`src/rtl/pico_pkg.sv`:
```
// Shared types and instruction-field positions for the pico-MIPS control path.
package pico_pkg;

    typedef enum logic [3:0] {
        OP_NOP  = 4'd0,
        OP_ADD  = 4'd1,
        OP_ADDI = 4'd2,
        OP_SUB  = 4'd3,
        OP_SUBI = 4'd4,
        OP_MULI = 4'd5,
        OP_BEQ  = 4'd6,
        OP_BNE  = 4'd7,
        OP_WAIT = 4'd8,
        OP_HALT = 4'd9
    } opcode_t;

    typedef enum logic [1:0] {
        ALU_ADD  = 2'd0,
        ALU_SUB  = 2'd1,
        ALU_MUL  = 2'd2,
        ALU_PASS = 2'd3
    } alu_op_t;

    typedef enum logic [1:0] {
        ST_RUN          = 2'd0,
        ST_WAIT_PRESS   = 2'd1,
        ST_WAIT_RELEASE = 2'd2,
        ST_HALT         = 2'd3
    } ctrl_state_t;

    localparam int OPC_HI = 19;
    localparam int OPC_LO = 16;
    localparam int RD_HI  = 15;
    localparam int RD_LO  = 13;
    localparam int RS_HI  = 12;
    localparam int RS_LO  = 10;
    localparam int IMM_HI = 7;
    localparam int IMM_LO = 0;

endpackage

```
`src/rtl/btn_debounce.sv`:
```
// Pushbutton conditioner: two-flop synchronizer followed by a stable-level counter.
module btn_debounce #(
    parameter int DbCycles = 4
) (
    input  logic clk,
    input  logic n_reset,
    input  logic btn,
    output logic db
);

    localparam int CntW = (DbCycles > 1) ? $clog2(DbCycles) : 1;

    logic            btn_meta;
    logic            btn_s;
    logic [CntW-1:0] cnt;

    always_ff @(posedge clk or negedge n_reset) begin
        if (!n_reset) begin
            btn_meta <= 1'b0;
            btn_s    <= 1'b0;
            cnt      <= '0;
            db       <= 1'b0;
        end else begin
            btn_meta <= btn;
            btn_s    <= btn_meta;
            // Any cycle where the synchronized level agrees with db restarts the count.
            if (btn_s == db) begin
                cnt <= '0;
            end else if (cnt == CntW'(DbCycles - 1)) begin
                db  <= ~db;
                cnt <= '0;
            end else begin
                cnt <= cnt + CntW'(1);
            end
        end
    end

endmodule

```
`src/rtl/ctrl_seq.sv`:
```
// Control sequencer: instruction decode, branch/stall control of the PC and
// the wait-for-button / halt state machine.
module ctrl_seq
    import pico_pkg::*;
#(
    parameter int AddrSz   = 6,
    parameter int InstrSz  = 20,
    parameter int DbCycles = 4
) (
    input  logic               clk,
    input  logic               n_reset,
    input  logic [InstrSz-1:0] instr,
    input  logic               alu_zero,
    input  logic               btn,
    output logic               rel_branch,
    output logic [AddrSz-1:0]  offset,
    output logic               reg_we,
    output logic [1:0]         alu_op,
    output logic               imm_sel,
    output logic               waiting,
    output logic               halted
);

    ctrl_state_t state;
    ctrl_state_t state_next;
    opcode_t     opcode;
    alu_op_t     alu_sel;
    logic [7:0]  imm;
    logic        db;
    logic        unused_fields;

    assign opcode        = opcode_t'(instr[OPC_HI:OPC_LO]);
    assign imm           = instr[IMM_HI:IMM_LO];
    assign unused_fields = ^{instr[RD_HI:RS_LO], instr[9:8]};

    btn_debounce #(
        .DbCycles(DbCycles)
    ) u_db (
        .clk    (clk),
        .n_reset(n_reset),
        .btn    (btn),
        .db     (db)
    );

    always_ff @(posedge clk or negedge n_reset) begin
        if (!n_reset) begin
            state <= ST_RUN;
        end else begin
            state <= state_next;
        end
    end

    always_comb begin
        state_next = state;
        rel_branch = 1'b0;
        offset     = '0;
        reg_we     = 1'b0;
        alu_sel    = ALU_ADD;
        imm_sel    = 1'b0;
        unique case (state)
            ST_RUN: begin
                case (opcode)
                    OP_ADD:  reg_we = 1'b1;
                    OP_ADDI: begin reg_we = 1'b1; imm_sel = 1'b1; end
                    OP_SUB:  begin reg_we = 1'b1; alu_sel = ALU_SUB; end
                    OP_SUBI: begin reg_we = 1'b1; alu_sel = ALU_SUB; imm_sel = 1'b1; end
                    OP_MULI: begin reg_we = 1'b1; alu_sel = ALU_MUL; imm_sel = 1'b1; end
                    OP_BEQ, OP_BNE: begin
                        alu_sel = ALU_SUB;
                        if ((opcode == OP_BEQ) == alu_zero) begin
                            rel_branch = 1'b1;
                            offset     = AddrSz'(imm);
                        end
                    end
                    OP_WAIT: begin rel_branch = 1'b1; state_next = ST_WAIT_PRESS; end
                    OP_HALT: begin rel_branch = 1'b1; state_next = ST_HALT; end
                    default: ;
                endcase
            end
            ST_WAIT_PRESS: begin
                rel_branch = 1'b1;
                if (db) state_next = ST_WAIT_RELEASE;
            end
            ST_WAIT_RELEASE: begin
                // Releasing lets the PC step past the WAIT in the same cycle.
                rel_branch = db;
                if (!db) state_next = ST_RUN;
            end
            ST_HALT: rel_branch = 1'b1;
            default: state_next = ST_RUN;
        endcase
    end

    assign alu_op  = alu_sel;
    assign waiting = (state == ST_WAIT_PRESS) || (state == ST_WAIT_RELEASE);
    assign halted  = (state == ST_HALT);

endmodule
```
`config.mk`:
```
export PLATFORM = sky130hd
export DESIGN_NAME = ctrl_seq
export DESIGN_NICKNAME = d
export VERILOG_FILES = /design/src/rtl/pico_pkg.sv /design/src/rtl/btn_debounce.sv /design/src/rtl/ctrl_seq.sv
export SDC_FILE = /design/constraint.sdc
export NUM_CORES = 1
export LEC_CHECK = 0
export ABC_AREA = 1
export CORE_MARGIN = 2
export CORE_UTILIZATION = 30
export CTS_CLUSTER_DIAMETER = 150
export DETAILED_ROUTE_END_ITERATION = 8
export HOLD_SLACK_MARGIN = 0.05
export PLACE_DENSITY = 0.7
export RECOVER_POWER = 25
export SLEW_MARGIN = 0
export SYNTH_ARGS = -nofsm -noshare
export SYNTH_HDL_FRONTEND = slang
export SYNTH_SLANG_ARGS = --single-unit
export TNS_END_PERCENT = 10
```
`constraint.sdc`:
```
create_clock -name clk -period 1.9 [get_ports clk]
set_input_delay 0.57 -clock clk [delete_from_list [all_inputs] [get_ports clk]]
set_output_delay 0.57 -clock clk [all_outputs]
set_load 0.05 [all_outputs]
```
==> Word level (Yosys, flattened, before mapping) <==
Index checks and enable logic that the tools add are counted.
{ "word_totals": {"elab_cells": 55, "register_bits": 7, "inputBits": 24} }
{ "op_classes": {"n_eq_ne": 18, "reduce_logical": 11, "addsub": 1, "bitwise": 2, "n_mux": 18} }
{ "ops": {"columns": ["op", "n"], "rows": [
  ["$mux W6", 3],
  ["$eq A4 B3 Y1 const B", 4],
  ["$mux W2", 5],
  ["$eq A4 B2 Y1 const B", 2],
  ["$eq A4 B4 Y1 const B", 2],
  ["$pmux W2 S2", 2],
  ["$eq A2 B2 Y1 const B", 3],
  ["$pmux W2 S3", 1],
  ["$reduce_or A2 Y1", 3],
  ["$mux W1", 5],
  ["$reduce_or A5 Y1", 1],
  ["$eq A4 B1 Y1 const B", 1],
  ["$reduce_and A4 Y1", 1],
  ["$reduce_or A4 Y1", 1],
  ["$ne A3 B1 Y1 const B", 1],
  ["$pmux W1 S3", 1],
  ["$reduce_bool A3 Y1", 1],
  ["$reduce_or A3 Y1", 1],
  ["$add A2 B1 Y2 const B", 1],
  ["$eq A1 B1 Y1", 2],
  ["$eq A2 B1 Y1 const B", 1],
  ["$logic_not A2 Y1", 1],
  ["$ne A2 B1 Y1 const B", 1],
  ["$ne A2 B2 Y1 const B", 1],
  ["4 further kinds", 5]
]} }

==> Depth between registers and ports, before layout <==
Gate-level depths: netlist of run 1.
{ "logic_depth": {"depth_word": 5, "mapped_depth": 9} }

==> Cells and area by module <==
From an unflattened synthesis of run 1, not the netlist that was laid out.
{ "unflattened": {"cells_unflattened": 82, "hier_area_um2": 565.5} }
{ "by_module_without_submodules": {"columns": ["mod", "area_per_inst_um2", "n_inst", "cells_per_inst"], "rows": [
  ["ctrl_seq", 382.9, 1, 65],
  ["btn_debounce", 182.7, 1, 17]
]} }

==> Worst setup path before layout of run 1 <==
No wires, ideal clock.
{ "synth_path": {"path_kind": "register -> output", "from": "reg state[0]", "to": "out alu_op[0]", "t_required_ps": 1330, "setup_slack_ps": -1010, "path_buffers": 0, "path_stages_with_launch": 5, "arrival_time_ps": 2340, "path_cell_list": "dfrtp_1 > inv_1 > ha_1 > inv_1 > nor4_1"} }
{ "synth_between": {"elab_chain_len": 2} }
{ "synth_rtl": {"columns": ["item", "line_no", "text"], "rows": [
  ["start: declaration", "ctrl_seq.sv:24", "ctrl_state_t state;"],
  ["start signal: assignment", "ctrl_seq.sv:49", "state <= state_next;"],
  ["$logic_not A2 Y1", "ctrl_seq.sv:60", "unique case (state)"],
  ["$mux W2", "ctrl_seq.sv:60", null],
  ["end: declaration", "ctrl_seq.sv:18", "output logic [1:0] alu_op,"]
]} }
No other way between the ends.

==> Worst setup path in the final report of run 1 <==
{ "layout_path": {"from": "reg state[1]", "to": "out offset[4]"} }
{ "layout_between": {"elab_chain_len": 2} }
{ "layout_rtl": {"columns": ["item", "line_no", "text"], "rows": [
  ["$logic_not A2 Y1", "ctrl_seq.sv:60", null],
  ["$mux W6", "ctrl_seq.sv:60", null],
  ["end: declaration", "ctrl_seq.sv:16", "output logic [AddrSz-1:0] offset,"]
]} }
No other way between the ends.

==> PnR_summary.wiki, run 1 <==
{| class="wikitable"
! Metric !! Value
|-
| Yosys warns || 0
|-
| Number of buffers created by CTS || 3
|-
| Lkg Pwr || roughly 0.00057 uW
|-
| Total Neg Setup Slack || -1.539 ns
|-
| Starting utilization of the core area || 31.28%
|-
| Clock network latency to the later pin of the worst-skew pair || 0.24 ns
|-
| Final critical-path required period || 2.096 ns
|-
| Wire length per cell || 10.99 um
|-
| Vertical extent of the die || about 46 um
|-
| Start point of the critical path || state[1]
|-
| Crit-path slowest cell || sky130_fd_sc_hd__dfrtp_1
|-
| Total congestion overflow after global routing || 0
|-
| Worst slew margin || 80.24%
|-
| Largest buffer count on any clock path || 2
|-
| Proportion of layout cells with a drive suffix above 1 || 52.89%
|-
| Average cell area after synthesis || 7.220 um^2
|-
| RSZ-0062 raised after global routing || yes
|-
| Syn Inst Count || 74
|-
| Vias in the first global route || roughly 650
|-
| Setup slack, reg-to-reg || 0.52 ns
|-
| Overall die width || 46.20 um
|-
| Final setup skew || 0.0009087 ns
|-
| Number of nets in the layout || between 150 and 200
|-
| 1st-iter DRT viols || 3
|-
| Count of vias placed by the detailed router || 653
|-
| First-pass GRT wire length || 2.504 mm
|-
| Post-route worst setup slack || -0.1962 ns
|-
| Top post-synthesis cells by area || sky130_fd_sc_hd__dfrtp_1 (33%), sky130_fd_sc_hd__inv_1 (12%), sky130_fd_sc_hd__ha_1 (12%)
|-
| Switching power as a share of total power || 44.20%
|-
| Power share of the sequential group || 16.9%
|-
| Maximum resistive drop on vdd || 701.5 uV
|-
| End point of the worst hold path || u_db.btn_s
|-
| Clock group share of total power || 9.2%
|-
| Path category of the worst min-delay check || register to register
|-
| Internal || approximately 770 uW
|-
| Count of buffers inserted at the top-level ports || 26
|-
| Cells on Worst Hold Path || 0
|-
| Synthesized flop and latch total || 7
|-
| Worst hold-check slack || 0.3579 ns
|-
| Capture instance of the worst register-to-register path || state[1]
|-
| Hold violation total from the final report || 0
|-
| Element type at the critical path start || register
|-
| ANT nets after route || 0
|-
| Cell type group with the largest total delay on the critical path || simple AND/OR/NAND/NOR gates
|-
| Total buffers and inverters traversed by the critical path || 3
|-
| Yosys cell types || 19
|-
| Status || complete, but fails checks
|-
| Post-Syn Nets || 103
|-
| Filler-free cell count of the finished design || 146
|-
| Path depth of the worst reg2reg path || 10
|-
| Total inserted antenna cells || 0
|-
| Core region area || 0.001708 mm^2
|-
| Count of TritonRoute iterations in the first routing pass || 4
|-
| Required time of the critical path || 1.33 ns
|-
| Total Die Area || 0.002134 mm^2
|-
| CTS clock-pin slew for the worst setup and hold paths || 0.05 ns
|-
| Net switching power of the design || about 600 uW
|-
| Dominant cell type by area after synthesis || sky130_fd_sc_hd__dfrtp_1
|-
| Register area share after synthesis || 32.79%
|-
| Total DRC errors in the routed layout || 0
|-
| Yosys top cell area share || roughly a third
|-
| Failing checks || setup timing
|-
| Placer congestion estimate || 0.7836
|-
| Ratio of final minimum period to clock period || 110.3%
|-
| Post-DP HPWL || 1.087 mm
|-
| Most common library cell in the layout ignoring fill and taps || sky130_fd_sc_hd__buf_4
|-
| Largest net degree at the start of global routing || 8
|-
| Worst hold path startpoint || u_db.btn_meta
|-
| Initial antenna violation count || 0
|-
| Overall Power || around 1400 uW
|-
| Placed Cells incl. Taps || approximately 140
|-
| Maximum capacitance violations || 0
|-
| Signed area change from the synthesized netlist to the final layout || 126.0%
|-
| Max H-tree Level || 1
|-
| Post-synth design cell area || 534.3 um^2
|-
| Cts hold-fix bufs || 0
|-
| Worst-Margin Slew || 0.2954 ns
|-
| Via density per instance || about 4.5
|-
| Row Count || 15
|-
| TritonCTS clock tree || yes
|-
| Detailed Route WL || 1.605 mm
|-
| Maximum fanout count along the critical path || 6
|-
| Total count of max-transition violations in the final report || 0
|-
| Setup Crit Path Kind || register to primary output
|-
| Worst Setup End Kind || primary output
|-
| Ordered cell list for the critical path || inv_2 -> ha_4 -> buf_6 -> nand4_4 -> nor2_4 -> buf_12
|-
| Maximum achievable frequency || 477.1 MHz
|-
| Worst path depth || 6
|-
| Delay of the slowest critical-path stage || 0.39 ns
|-
| I/O pin total || 37
|-
| R2R Path Start || state[1]
|-
| Commonest cells after routing, fill and taps aside || sky130_fd_sc_hd__buf_4 (15), sky130_fd_sc_hd__inv_1 (13), sky130_fd_sc_hd__buf_12 (13)
|-
| Endpoint arrival time on the critical path || 1.53 ns
|-
| CTS Root Buffer Type || sky130_fd_sc_hd__clkbuf_4
|-
| Overall Global Routing Usage || 16.71%
|-
| Count of clock tree sinks || 7
|-
| Setup-failing EPs final || 11
|-
| Worst setup slack before clock tree synthesis || -0.5148 ns
|-
| Combinational group share of total power || between 70 and 80%
|-
| Power per unit of standard cell area || about 1100 mW/mm^2
|}
==> cell families (layout without fill, tap and decap cells) <==
family                   after synthesis  after routing  share of synthesized area, %
AO/OA/AOI/OAI                          6              6                         6.321
multiplexers                           1              1                         2.108
flip-flops                             7              7                         32.79
XOR/XNOR                               1              1                         1.640
buffers and inverters                 18             65                         12.65
AND/OR/NAND/NOR                       36             36                         32.79
adder cells (fa/ha/maj)                5              5                         11.71
==> cells in the mapped netlist (all sizes together) <==
cell / instances
nand3: 3
nor2: 15
a21oi: 4
nor4: 1
xnor2: 1
ha: 5
nand4: 1
o21ai: 2
dfrtp: 7
nor3: 2
or2: 1
mux2: 1
nand3b: 1
inv: 18
nand2: 12
==> state kept, by name (all words and copies together) (netlist names) <==
| signal | cells |
|---|---|
| state | 2 |
| u_db.btn_meta | 1 |
| u_db.btn_s | 1 |
| u_db.cnt | 2 |
| u_db.db | 1 |
==> worst max path at each step <==
stage,endpoint,slack [ns]
after floorplan,imm_sel,-0.27
final,offset[4],-0.20
after CTS,offset[4],-0.20
after global routing,offset[2],-0.29
after global placement,offset[0],-0.48
after detailed placement,offset[4],-0.51
==> per-layer routing <==
metal	global-route usage (%)	part of all wire, %	up-vias
li1	-	-	323
met1	15.70	37	297
met2	30.83	54	31
met3	4.314	8.2	2
met4	11.43	1.1	0
met5	0	0	-
==> layout make-up <==
class | instances | area [um^2]
sequential | 7 | 175.2
multi-input combinational | 49 | 400.4
inverter | 18 | 67.56
tap | 25 | 31.28
clock buffer | 4 | 26.28
timing repair buffer | 43 | 506.7
fill | 130 | 500.5
==> power groups by stage <==
| stage | clock (uW) | combinational, uW | sequential (uW) |
|---|---|---|---|
| after floorplan | 0 | 487 | 231 |
| after global placement | 0 | 836 | 235 |
| after detailed placement | 0 | 853 | 241 |
| after CTS | 135 | 1000 | 232 |
| after global routing | 154 | 1090 | 238 |
| final | 127 | 1020 | 232 |
==> through the flow <==
step,util (%),instance area (um^2)
CTS,69.82,1192
floorplan,-,553.0
global route,70.70,1207
finish,70.70,1207
global placement,61.47,1050
detailed placement,61.47,1050
==> repair_timing <==
action	4_1_cts	5_1_grt
cloned	0	0
pin swaps	5	5
gates resized for setup	45	3
buffers inserted	6	1
setup endpoints to repair	11	11
No activity file was read; power rests on OpenSTA's default activity.
==> run 2, diff against run 1 <==
Settings changed: ABC_AREA 1 to default, CAP_MARGIN from default to 25, PLACE_DENSITY 0.7 to 0.72.
==> PnR_summary.wiki, run 2 <==
{| class="wikitable"
! Metric !! Value
|-
| Status || complete, but fails checks
|-
| Failing checks || setup timing
|-
| Met1 GRT Util || between 10% and 20%
|-
| Worst slew margin || 77.64%
|-
| Largest net degree at the start of global routing || 8
|-
| Total count of max-transition violations in the final report || 0
|-
| Overall Power || around 450 uW
|-
| Number of nets in the layout || between 100 and 150
|-
| Capture instance of the worst register-to-register path || state[1]
|-
| Clock network latency to the later pin of the worst-skew pair || 0.25 ns
|-
| Total Neg Setup Slack || -1.914 ns
|-
| Wire length per cell || 13.53 um
|-
| Path depth of the worst reg2reg path || 6
|-
| Hold violation total from the final report || 0
|-
| Final cell utilization of the core || approximately 74%
|-
| End point of the worst hold path || u_db.btn_s
|-
| # fillers || 98
|-
| Syn Inst Count || 50
|-
| EDFF count, synth || 0
|-
| Endpoint arrival time on the critical path || approximately 1.6 ns
|-
| Most used routing layer || met2
|-
| Largest buffer count on any clock path || 2
|-
| Count of TritonRoute iterations in the first routing pass || 1
|-
| Number of buffers created by CTS || 3
|-
| Path category of the worst min-delay check || register to register
|-
| ANT nets after route || 0
|-
| Worst-Margin Slew || 0.3343 ns
|-
| Row Count || 14
|-
| Maximum fanout count along the critical path || 2
|-
| Area of all placed cells without fillers || 0.001134 mm^2
|-
| CTS Root Buffer Type || sky130_fd_sc_hd__clkbuf_4
|-
| Placer congestion estimate || ~0.73
|-
| R2R Path Start || state[1]
|-
| CTS clock-pin slew for the worst setup and hold paths || 0.06 ns
|-
| Post-Syn Nets || 79
|-
| Global routing usage on met3 || 4.800%
|-
| Synthesized flop and latch total || 7
|-
| Overall die width || about 45 um
|-
| Core region area || 0.001524 mm^2
|-
| Met2 layer usage reported by global route || 31.88%
|-
| Total congestion overflow after global routing || 0
|-
| Top post-synthesis cells by area || sky130_fd_sc_hd__dfrtp_1 (35%), sky130_fd_sc_hd__ha_1 (13%), sky130_fd_sc_hd__and2_1 (7.6%)
|-
| Signed area change from the synthesized netlist to the final layout || 128.2%
|-
| Placed Instance Area || 0.001061 mm^2
|-
| Post-route worst setup slack || -0.2703 ns
|-
| RSZ-0062 raised after global routing || yes
|-
| 1st-iter DRT viols || 0
|-
| Detailed Route WL || 1.502 mm
|-
| TritonCTS clock tree || yes
|-
| Worst Setup End Kind || primary output
|-
| Register area share after synthesis || 35.26%
|-
| Cell type group with the largest total delay on the critical path || compound AO/OA/AOI/OAI gates
|-
| Commonest cells after routing, fill and taps aside || sky130_fd_sc_hd__buf_4 (14), sky130_fd_sc_hd__buf_12 (12), sky130_fd_sc_hd__dfrtp_1 (7)
|-
| Leading post-synthesis cells by instance count || sky130_fd_sc_hd__dfrtp_1 (7), sky130_fd_sc_hd__and2_1 (6), sky130_fd_sc_hd__ha_1 (5)
|-
| Dominant cell type by area after synthesis || sky130_fd_sc_hd__dfrtp_1
|-
| Cts hold-fix bufs || 0
|-
| Post-synth design cell area || 496.7 um^2
|-
| First-pass GRT wire length || 2.511 mm
|-
| Power per unit of standard cell area || about 400 mW/mm^2
|-
| Top flip-flop cell by instance count after synthesis || sky130_fd_sc_hd__dfrtp_1
|-
| Proportion of layout cells with a drive suffix above 1 || 65.26%
|-
| Count of buffers inserted at the top-level ports || 26
|-
| Leading cell type by number of instances after synthesis || sky130_fd_sc_hd__dfrtp_1
|-
| Average cell area after synthesis || just under 10 um^2
|-
| Ordered cell list for the critical path || clkdlybuf4s15_1 -> xnor2_2 -> o311ai_2 -> o31a_2 -> buf_12
|-
| Yosys cell types || 21
|-
| Ratio of final minimum period to clock period || 114.2%
|-
| Count of clock tree sinks || 7
|-
| Total DRC errors in the routed layout || 0
|-
| Worst hold path startpoint || u_db.btn_meta
|-
| Total inserted antenna cells || 0
|-
| Initial antenna violation count || 0
|-
| Element type at the critical path start || primary input
|-
| Required time of the critical path || approximately 1.3 ns
|-
| Total buffers and inverters traversed by the critical path || 2
|-
| Overall Global Routing Usage || 17.51%
|-
| Fraction of synthesis flops using an asynchronous set or reset pin || 100.0%
|-
| Most common library cell in the layout ignoring fill and taps || sky130_fd_sc_hd__buf_4
|-
| Setup-failing EPs final || 11
|-
| Crit-path slowest cell || sky130_fd_sc_hd__o311ai_2
|-
| Total Die Area || around 0.002 mm^2
|-
| Setup Crit Path Kind || primary input to primary output
|-
| Final setup skew || 0.003643 ns
|-
| Maximum capacitance violations || 0
|-
| Largest registers in the final layout || state (2), u_db.cnt (2)
|-
| Yosys top cell area share || between 30% and 40%
|-
| Maximum achievable frequency || 460.8 MHz
|-
| Starting utilization of the core area || about a third
|-
| Cells on Worst Hold Path || 0
|-
| Count of vias placed by the detailed router || 502
|-
| Maximum resistive drop on vdd || 528.2 uV
|-
| Yosys warns || 0
|-
| Final critical-path required period || 2.170 ns
|-
| Max H-tree Level || 1
|-
| Setup slack, reg-to-reg || between 0.2 and 0.25 ns
|-
| Worst setup slack before clock tree synthesis || -0.5469 ns
|-
| Setup Fix Bufs, Post-CTS || 0
|-
| I/O pin total || 37
|-
| Lkg Pwr || 0.0004973 uW
|-
| Vertical extent of the die || 44.69 um
|-
| Vias in the first global route || between 500 and 600
|-
| Via density per instance || around 4.5
|-
| Delay of the slowest critical-path stage || 0.29 ns
|}
run 2: final cells by class:
cell class	instances	area [um^2]	share of cell area, %
clock buffer	4	26.28	2.318
inverter	3	11.26	0.9934
sequential	7	175.2	15.45
multi-input combinational	40	410.4	36.20
timing repair buffer	41	490.5	43.27
tap	16	20.02	1.766
run 2: where the power goes:
| group | internal [uW] | leakage, uW | switching (uW) |
|---|---|---|---|
| Sequential | 178 | 0.0000791 | 19.2 |
| Clock | 80.2 | 0.0000150 | 55.7 |
| Combinational | 63.6 | 0.000403 | 55.3 |
run 2: cells by family after synthesis:
group,Yosys count,synth area share [%]
compound gates,7,13.35
xor+xnor,2,3.527
fa+ha+maj,5,12.59
buf+inv,3,2.267
flops,7,35.26
mux,3,7.052
simple gates,23,25.94
run 2: worst reg2reg max path, cell delays in order (launching register included):
cell	delay, ns
sky130_fd_sc_hd__dfrtp_1	0.39
sky130_fd_sc_hd__buf_4	0.15
sky130_fd_sc_hd__ha_2	0.17
sky130_fd_sc_hd__a21o_1	0.16
sky130_fd_sc_hd__buf_4	0.14
sky130_fd_sc_hd__a221oi_4	0.22
sky130_fd_sc_hd__mux2_4	0.33
run 2: timing repair:
item                                    CTS  global route
endpoints found under the hold margin     0             0
gates resized for setup                  24             5
pin swaps                                 9             1
endpoints found under the setup margin   13            11
run 2: how the worst max path moves through the flow:
| stage | from | endpoint | slack [ns] | depth (start not counted) |
|---|---|---|---|---|
| finish | alu_zero | rel_branch | -0.27 | 5 |
| global route | alu_zero | rel_branch | -0.33 | 5 |
| CTS | instr[17] | rel_branch | -0.27 | 5 |
| detailed placement | instr[18] | rel_branch | -0.55 | 5 |
| global placement | instr[19] | rel_branch | -0.55 | 5 |
| floorplan | instr[17] | rel_branch | -0.07 | 3 |
run 2: per-stage QoR:
stage | hold slack (ns) | std cells
floorplan | 0.2744 | 50
global placement | 0.3339 | 107
detailed placement | 0.3425 | 107
CTS | 0.3466 | 111
global route | 0.3520 | 111
finish | 0.3499 | 111
run 2: layer usage:
layer,share of wire [%],vias up
met2,61,8
met1,34,230
met4,3.0,0
met3,1.6,4
li1,-,260
met5,0,-
==> run 3, diff against run 2 <==
Settings changed: CTS_CLUSTER_SIZE from default to 12.
==> results of run 3 <==
Same layout as run 2: the final DEF is identical, and so are final timing and power.
